$ cat src/rtl/pc_pkg.sv
// pc_pkg: shared widths, beat struct and FSM state for the packet generator
package pc_pkg;
  localparam int DATA_W = 512;
  localparam int BYTES_PER_BEAT = 64;
  localparam int EMPTY_W = 6;
  typedef struct packed {
    logic sop;
    logic eop;
    logic [EMPTY_W-1:0] empty;
    logic [DATA_W-1:0] data;
  } pc_beat_t;
  typedef enum logic [1:0] {IDLE, SEND, GAP, FIN} pc_state_t;
endpackage

$ cat src/rtl/pc_pkt_gen_if.sv
// pc_pkt_gen_if: 512-bit Avalon-ST packet bus with source and sink views
interface pc_pkt_gen_if;
  logic valid;
  logic ready;
  logic sop;
  logic eop;
  logic [pc_pkg::EMPTY_W-1:0] empty;
  logic [pc_pkg::DATA_W-1:0] data;
  modport master(output valid, sop, eop, empty, data, input ready);
  modport slave(input valid, sop, eop, empty, data, output ready);
endinterface

$ cat src/rtl/pc_pkt_payload.sv
// pc_pkt_payload: self-describing beat pattern {pkt[15:0], beat[7:0], lane[7:0]} per 32-bit lane
module pc_pkt_payload import pc_pkg::*; (
  input  logic [15:0]       pkt_idx,
  input  logic [7:0]        beat_idx,
  output logic [DATA_W-1:0] data
);
  for (genvar i = 0; i < DATA_W / 32; i++) begin : g_lane
    assign data[DATA_W-1-32*i -: 32] = {pkt_idx, beat_idx, 8'(i)};
  end
endmodule

$ cat src/rtl/pc_pkt_gen.sv
// pc_pkt_gen: Avalon-ST traffic generator emitting numbered packets with configurable length and gap
module pc_pkt_gen import pc_pkg::*; #(
  parameter int LEN_W   = 14,
  parameter int MIN_LEN = 64,
  parameter int MAX_LEN = 9600
) (
  input  logic             clk,
  input  logic             arst,
  input  logic             start,
  input  logic             stop,
  input  logic [LEN_W-1:0] cfg_len,
  input  logic [31:0]      cfg_num_pkts,
  input  logic [7:0]       cfg_gap,
  output logic             busy,
  output logic             done,
  output logic [31:0]      pkt_cnt,
  pc_pkt_gen_if.master     tx
);
  localparam int BW = LEN_W - 6;
  localparam logic [LEN_W-1:0] MIN_L = LEN_W'(MIN_LEN);
  localparam logic [LEN_W-1:0] MAX_L = LEN_W'(MAX_LEN);
  pc_state_t st, st_n;
  logic [LEN_W-1:0] len_q, len_n, ln;
  logic [31:0] num_q, num_n, pkt_cnt_n, pkt_inc;
  logic [7:0] gap_q, gap_n, gap_cnt, gap_cnt_n;
  logic [BW-1:0] beat_q, beat_n, last;
  logic [15:0] np;
  logic done_n, stop_pend, stop_n, load, vld_q, vld_n;
  logic [DATA_W-1:0] pay;
  pc_beat_t q, q_n;
  // In IDLE the clamped config feeds the first beat directly; afterwards the latched length rules
  assign ln = st == IDLE ? (cfg_len < MIN_L ? MIN_L : cfg_len > MAX_L ? MAX_L : cfg_len) : len_q;
  assign last = BW'((ln - 1'b1) >> 6);
  assign pkt_inc = pkt_cnt + 32'd1;
  assign busy = st == SEND || st == GAP;
  assign tx.valid = vld_q;
  assign tx.sop = q.sop;
  assign tx.eop = q.eop;
  assign tx.empty = q.empty;
  assign tx.data = q.data;
  pc_pkt_payload u_payload (.pkt_idx(np), .beat_idx(8'(beat_n)), .data(pay));
  assign q_n = load ? '{sop: beat_n == '0, eop: beat_n == last,
                        empty: beat_n == last ? EMPTY_W'(BYTES_PER_BEAT - int'(ln[5:0])) : '0,
                        data: pay} : q;
  // Next-state: a new beat is loaded only after the current one handshakes, so outputs hold under stall
  always_comb begin
    st_n = st;
    len_n = len_q;
    num_n = num_q;
    gap_n = gap_q;
    gap_cnt_n = gap_cnt;
    pkt_cnt_n = pkt_cnt;
    done_n = done;
    stop_n = stop_pend | (stop & busy);
    load = 1'b0;
    beat_n = beat_q;
    np = pkt_cnt[15:0];
    vld_n = vld_q;
    case (st)
      IDLE: if (start) begin
        st_n = SEND;
        len_n = ln;
        num_n = cfg_num_pkts;
        gap_n = cfg_gap;
        pkt_cnt_n = '0;
        done_n = 1'b0;
        stop_n = 1'b0;
        load = 1'b1;
        beat_n = '0;
        np = '0;
      end
      SEND: if (vld_q && tx.ready) begin
        if (q.eop) begin
          pkt_cnt_n = pkt_inc;
          if ((num_q != '0 && pkt_inc == num_q) || stop_pend) begin
            st_n = FIN;
            vld_n = 1'b0;
          end else if (gap_q != '0) begin
            st_n = GAP;
            gap_cnt_n = gap_q;
            vld_n = 1'b0;
          end else begin
            load = 1'b1;
            beat_n = '0;
            np = pkt_inc[15:0];
          end
        end else begin
          load = 1'b1;
          beat_n = beat_q + 1'b1;
        end
      end
      GAP: if (gap_cnt == 8'd1) begin
        st_n = SEND;
        load = 1'b1;
        beat_n = '0;
      end else gap_cnt_n = gap_cnt - 8'd1;
      default: begin
        st_n = IDLE;
        done_n = 1'b1;
        stop_n = 1'b0;
      end
    endcase
    vld_n = load | vld_n;
  end
  // State and registered outputs; reset abandons any packet in flight
  always_ff @(posedge clk or posedge arst)
    if (arst) begin
      st <= IDLE;
      len_q <= '0;
      num_q <= '0;
      gap_q <= '0;
      gap_cnt <= '0;
      pkt_cnt <= '0;
      beat_q <= '0;
      done <= 1'b0;
      stop_pend <= 1'b0;
      vld_q <= 1'b0;
      q <= '0;
    end else begin
      st <= st_n;
      len_q <= len_n;
      num_q <= num_n;
      gap_q <= gap_n;
      gap_cnt <= gap_cnt_n;
      pkt_cnt <= pkt_cnt_n;
      beat_q <= beat_n;
      done <= done_n;
      stop_pend <= stop_n;
      vld_q <= vld_n;
      q <= q_n;
    end
endmodule

$ cat src/flat_wrapper.sv
// flat-port wrapper written by rule: the top's interface ports become plain ports
module pc_pkt_gen_flat import pc_pkg::*;
#(
  parameter int LEN_W   = 14,
  parameter int MIN_LEN = 64,
  parameter int MAX_LEN = 9600
)
  (clk, arst, start, stop, cfg_len, cfg_num_pkts, cfg_gap, busy, done, pkt_cnt, tx_valid, tx_sop, tx_eop, tx_empty, tx_data, tx_ready);
  pc_pkt_gen_if tx_i ();
  input  logic clk;
  input  logic arst;
  input  logic start;
  input  logic stop;
  input  logic [LEN_W-1:0] cfg_len;
  input  logic [31:0] cfg_num_pkts;
  input  logic [7:0] cfg_gap;
  output logic busy;
  output logic done;
  output logic [31:0] pkt_cnt;
  output wire logic [$bits(tx_i.valid)-1:0] tx_valid;
  output wire logic [$bits(tx_i.sop)-1:0] tx_sop;
  output wire logic [$bits(tx_i.eop)-1:0] tx_eop;
  output wire logic [$bits(tx_i.empty)-1:0] tx_empty;
  output wire logic [$bits(tx_i.data)-1:0] tx_data;
  input wire logic [$bits(tx_i.ready)-1:0] tx_ready;
  assign tx_valid = tx_i.valid;
  assign tx_sop = tx_i.sop;
  assign tx_eop = tx_i.eop;
  assign tx_empty = tx_i.empty;
  assign tx_data = tx_i.data;
  assign tx_i.ready = tx_ready;
  pc_pkt_gen #(.LEN_W(LEN_W), .MIN_LEN(MIN_LEN), .MAX_LEN(MAX_LEN)) u_core (.clk(clk), .arst(arst), .start(start), .stop(stop), .cfg_len(cfg_len), .cfg_num_pkts(cfg_num_pkts), .cfg_gap(cfg_gap), .busy(busy), .done(done), .pkt_cnt(pkt_cnt), .tx(tx_i));
endmodule
$ cat config.mk
export PLATFORM = sky130hd
export DESIGN_NAME = pc_pkt_gen_flat
export DESIGN_NICKNAME = d
export VERILOG_FILES = /design/src/rtl/pc_pkg.sv /design/src/rtl/pc_pkt_gen_if.sv /design/src/rtl/pc_pkt_payload.sv /design/src/rtl/pc_pkt_gen.sv /design/src/flat_wrapper.sv
export SDC_FILE = /design/constraint.sdc
export NUM_CORES = 1
export LEC_CHECK = 0
export CAP_MARGIN = 0
export CORE_AREA = 4 4 238 240
export CTS_CLUSTER_DIAMETER = 50
export CTS_CLUSTER_SIZE = 25
export DETAILED_ROUTE_END_ITERATION = 10
export DIE_AREA = 0 0 242 244
export PLACE_DENSITY = 0.6
export REMOVE_ABC_BUFFERS = 1
export SLEW_MARGIN = 10
export SYNTH_ARGS = -nofsm -noshare
export SYNTH_HDL_FRONTEND = slang
export SYNTH_SLANG_ARGS = --single-unit
$ cat constraint.sdc
create_clock -name clk -period 6.8 [get_ports clk]
set_input_delay 2.04 -clock clk [delete_from_list [all_inputs] [get_ports clk]]
set_output_delay 2.04 -clock clk [all_outputs]
set_load 0.05 [all_outputs]
==> metrics.csv <==
stage;metric;value;unit
setup_path;crit_slowest_cell;or4_1;
cts;path_clk_slew;70;ps
layout;seqCellArea;3500;um^2
hold_path;holdCritPathClass;reg -> reg;
floorplan;start_util;0.230;
global_route;overflow;0;
logic_synthesis;ys.flop_type;dfrtp_1;
cts;insertion_delay;460;ps
logic_synthesis;synth_warnings;0;
layout;final_util;0.289;
cts;clock-sinks;140;
setup_path;endpoint_kind;flop;
layout;diodes;0;
routing;dr.pass1.iters;5;
layout;fill_cells;5663;
routing;drtIter0Drc;643;
setup_path;crit_family;compound AO/OA/AOI/OAI gates;
routing;routed_wl;42400;um
hold_path;hold_depth;2;
logic_synthesis;synth_common_cells;496 x buf_4, 140 x dfrtp_1, 122 x nand2_1;
cts;postCtsSetupRepairBufs;0;
setup_path;cp.required;7160;ps
placed_design;placed_cells;2270;
setup_path;cp.depth;16;
global_route;grt_pass1_wl;62200;um
sta;whs;487;ps
placed_design;portBuffers;517;
setup_path;start_kind;input port;
sta;clock.fmax;175;MHz
job;maxCapViolations;0;
logic_synthesis;yosysTopAreaCell;buf_4;
cts;hold_buffers;0;
sta;drv_slew;0;
cts;cts_tree;built;
cts;clock_path_buffers;2;
global_route;track_usage;0.136;
logic_synthesis;ys_async_sr_fraction;1.00;
logic_synthesis;yosysMostFrequentCell;buf_4;
setup_path;max_stage_delay;600;ps
logic_synthesis;synth.area.top_cells;buf_4 30%, dfrtp_1 28%, mux2_2 4.8%;
floorplan;die_h;244;um
sta;hold_viol_final;0;
layout;instances_no_fill;2302;
cts;cts_buffers;17;
routing;final_antenna_net_count;0;
sta;skew;12.2;ps
layout;area_growth;25.4;%
floorplan;rows;86;
layout;final_layout_size_suffix_gt1_frac;0.0807;
routing;drc;0;
placed_design;gp_congestion;0.887;
pwr;p_per_area;588;nW/um^2
logic_synthesis;synth-edff-count;0;
sta;finalSetupViolCount;0;
sta;relSlewSlack;0.239;
floorplan;die_x;242;um
layout;layout.nets;1653;
sta;rsz0062_at_grt;no;
sta;tightest_slew;1140;ps
logic_synthesis;ys_ff_latch;140;
global_route;grt_max_degree;62;
setup_path;path_class;in -> reg;
logic_synthesis;syn_area;12600;um^2
cts;cts_resized;0;
setup_path;crit_fanout;9;
sta;min_period_over_period;0.841;
setup_path;crit_arrival;6080;ps
placed_design;dp_hpwl;32600;um
pwr;ir_drop;0.000303;V
run_status;outcome;complete, no violations;
sta;fin_crit;5720;ps
floorplan;coreArea;54700;um^2
logic_synthesis;synth_top_area_frac;0.296;
logic_synthesis;ys_types;82;
setup_path;cp_cell_sequence;clkdlybuf4s50_1, or4_1, o21ai_1, buf_4, nor2_1, a21oi_1, ha_1, o211a_1, o21ai_0, xor2_1, nor2_1, a221oi_1, o21ai_0, and4bb_1, nand4_2, o31ai_1;
floorplan;ios;614;
routing;routed_via_density;4.42;
routing;wl_per_cell;18.4;um
logic_synthesis;ys_seq_area_frac;0.279;
pwr;leakage;6.11;nW
global_route;antenna_found_initial;1;
cts;htree_levels;4;
setup_path;worst-path-buf-inv;2;
global_route;grt_pass1_vias;9831;
routing;vias;10200;
floorplan;design.die.area;59000;um^2
logic_synthesis;syn_inst;1493;
setup_path;rr_worst_depth;13;
layout;multi_input_area;5370;um^2
cts;cts_root_buffer;clkbuf_16;
logic_synthesis;syn_area_per_cell;8.42;um^2
## cell families (layout without fill, tap and decap cells)
logic type	count (synthesis)	in the layout	share of synthesized area
other	1	96	0.000298
DFF	140	140	0.279
AOI/OAI and AO/OA	265	265	0.139
muxes	62	62	0.0551
buffers and inverters	585	595	0.324
and+or+nand+nor	362	362	0.145
xor gates and xnor gates	69	69	0.0481
adders and majority gates	9	9	0.00895
## final cells by class
cell class,count,area share
repair buffers,533,0.336
clock inverters,15,0.0120
multi-input cells,863,0.340
flip-flops and latches,140,0.222
inverters,30,0.00745
clock buffers,17,0.0270
well taps,704,0.0558
## worst reg2reg max path, cell delays in order, from the launching register on
cell       delay (ps)
dfrtp_1           540
ha_1              360
nand4_2           290
or4_1             690
nor4_1            360
o22ai_1           130
or4_4             590
a2111oi_4         340
a211oi_2          130
buf_4             230
o21ai_1           430
xnor2_1           180
nand4b_1          310
o31ai_1           330
## per-stage QoR
stage          instance area [um^2]  total power [mW]  TNS (ps)  setup slack [ps]
2_1_floorplan                  8970              6.01   -282470             -5060
3_3_place_gp                  15200              8.26         0               776
3_5_place_dp                  15200              8.31         0               629
4_1_cts                       15800              9.35         0              1140
5_1_grt                       15800              9.75         0               825
6_report                      15800              9.28         0              1080
## power breakdown
part           switching, mW  internal [mW]
Combinational           4.49           2.10
Clock                  0.412          0.583
Sequential             0.582           1.12
Total                   5.48           3.80
## sequential cells by signal, summed over array words and instances (netlist names), 2 cells and up
register and cells:
u_core.num_q 32, u_core.pkt_cnt 32, u_core.tx.data 25, u_core.len_q 14, u_core.beat_q 8, u_core.gap_cnt 8
u_core.gap_q 8, u_core.tx.empty 6, u_core.st 2
## placed cells by master (no fill, tap or decap), types with 16 or more instances in the layout
cell,n
nor3_1,41
conb_1,96
a21oi_1,40
clkbuf_16,17
xnor2_1,45
inv_1,29
clkdlybuf4s50_1,517
mux2_2,54
o31ai_1,26
nand2_1,121
xor2_1,24
nand3_1,36
nor2_1,66
nor4_1,16
dfrtp_1,140
o21ai_0,87
buf_4,16
## worst paths after layout
check | startpoint | to | slack, ps
setup / recovery | cfg_len[13] | u_core.tx.empty[0] | 1080
hold / removal | u_core.tx.sop | u_core.tx.sop | 490
setup reg to reg | u_core.pkt_cnt[0] | u_core.tx.empty[0] | 1810
hold reg to reg | u_core.tx.sop | u_core.tx.sop | 490
max in group asynchronous | arst | u_core.tx.data[506] | 3760
min in group asynchronous | arst | u_core.gap_cnt[2] | 1990
## routing by layer
layer,share of wire,wire length [um],up-vias,track usage
li1,-,-,4728,-
met5,0.00024,10,-,0
met1,0.41,17400,4880,0.165
met4,0.014,577,2,0.0311
met3,0.079,3370,34,0.0419
met2,0.50,21100,529,0.237
Note: power is estimated with default switching activity, not from simulation.
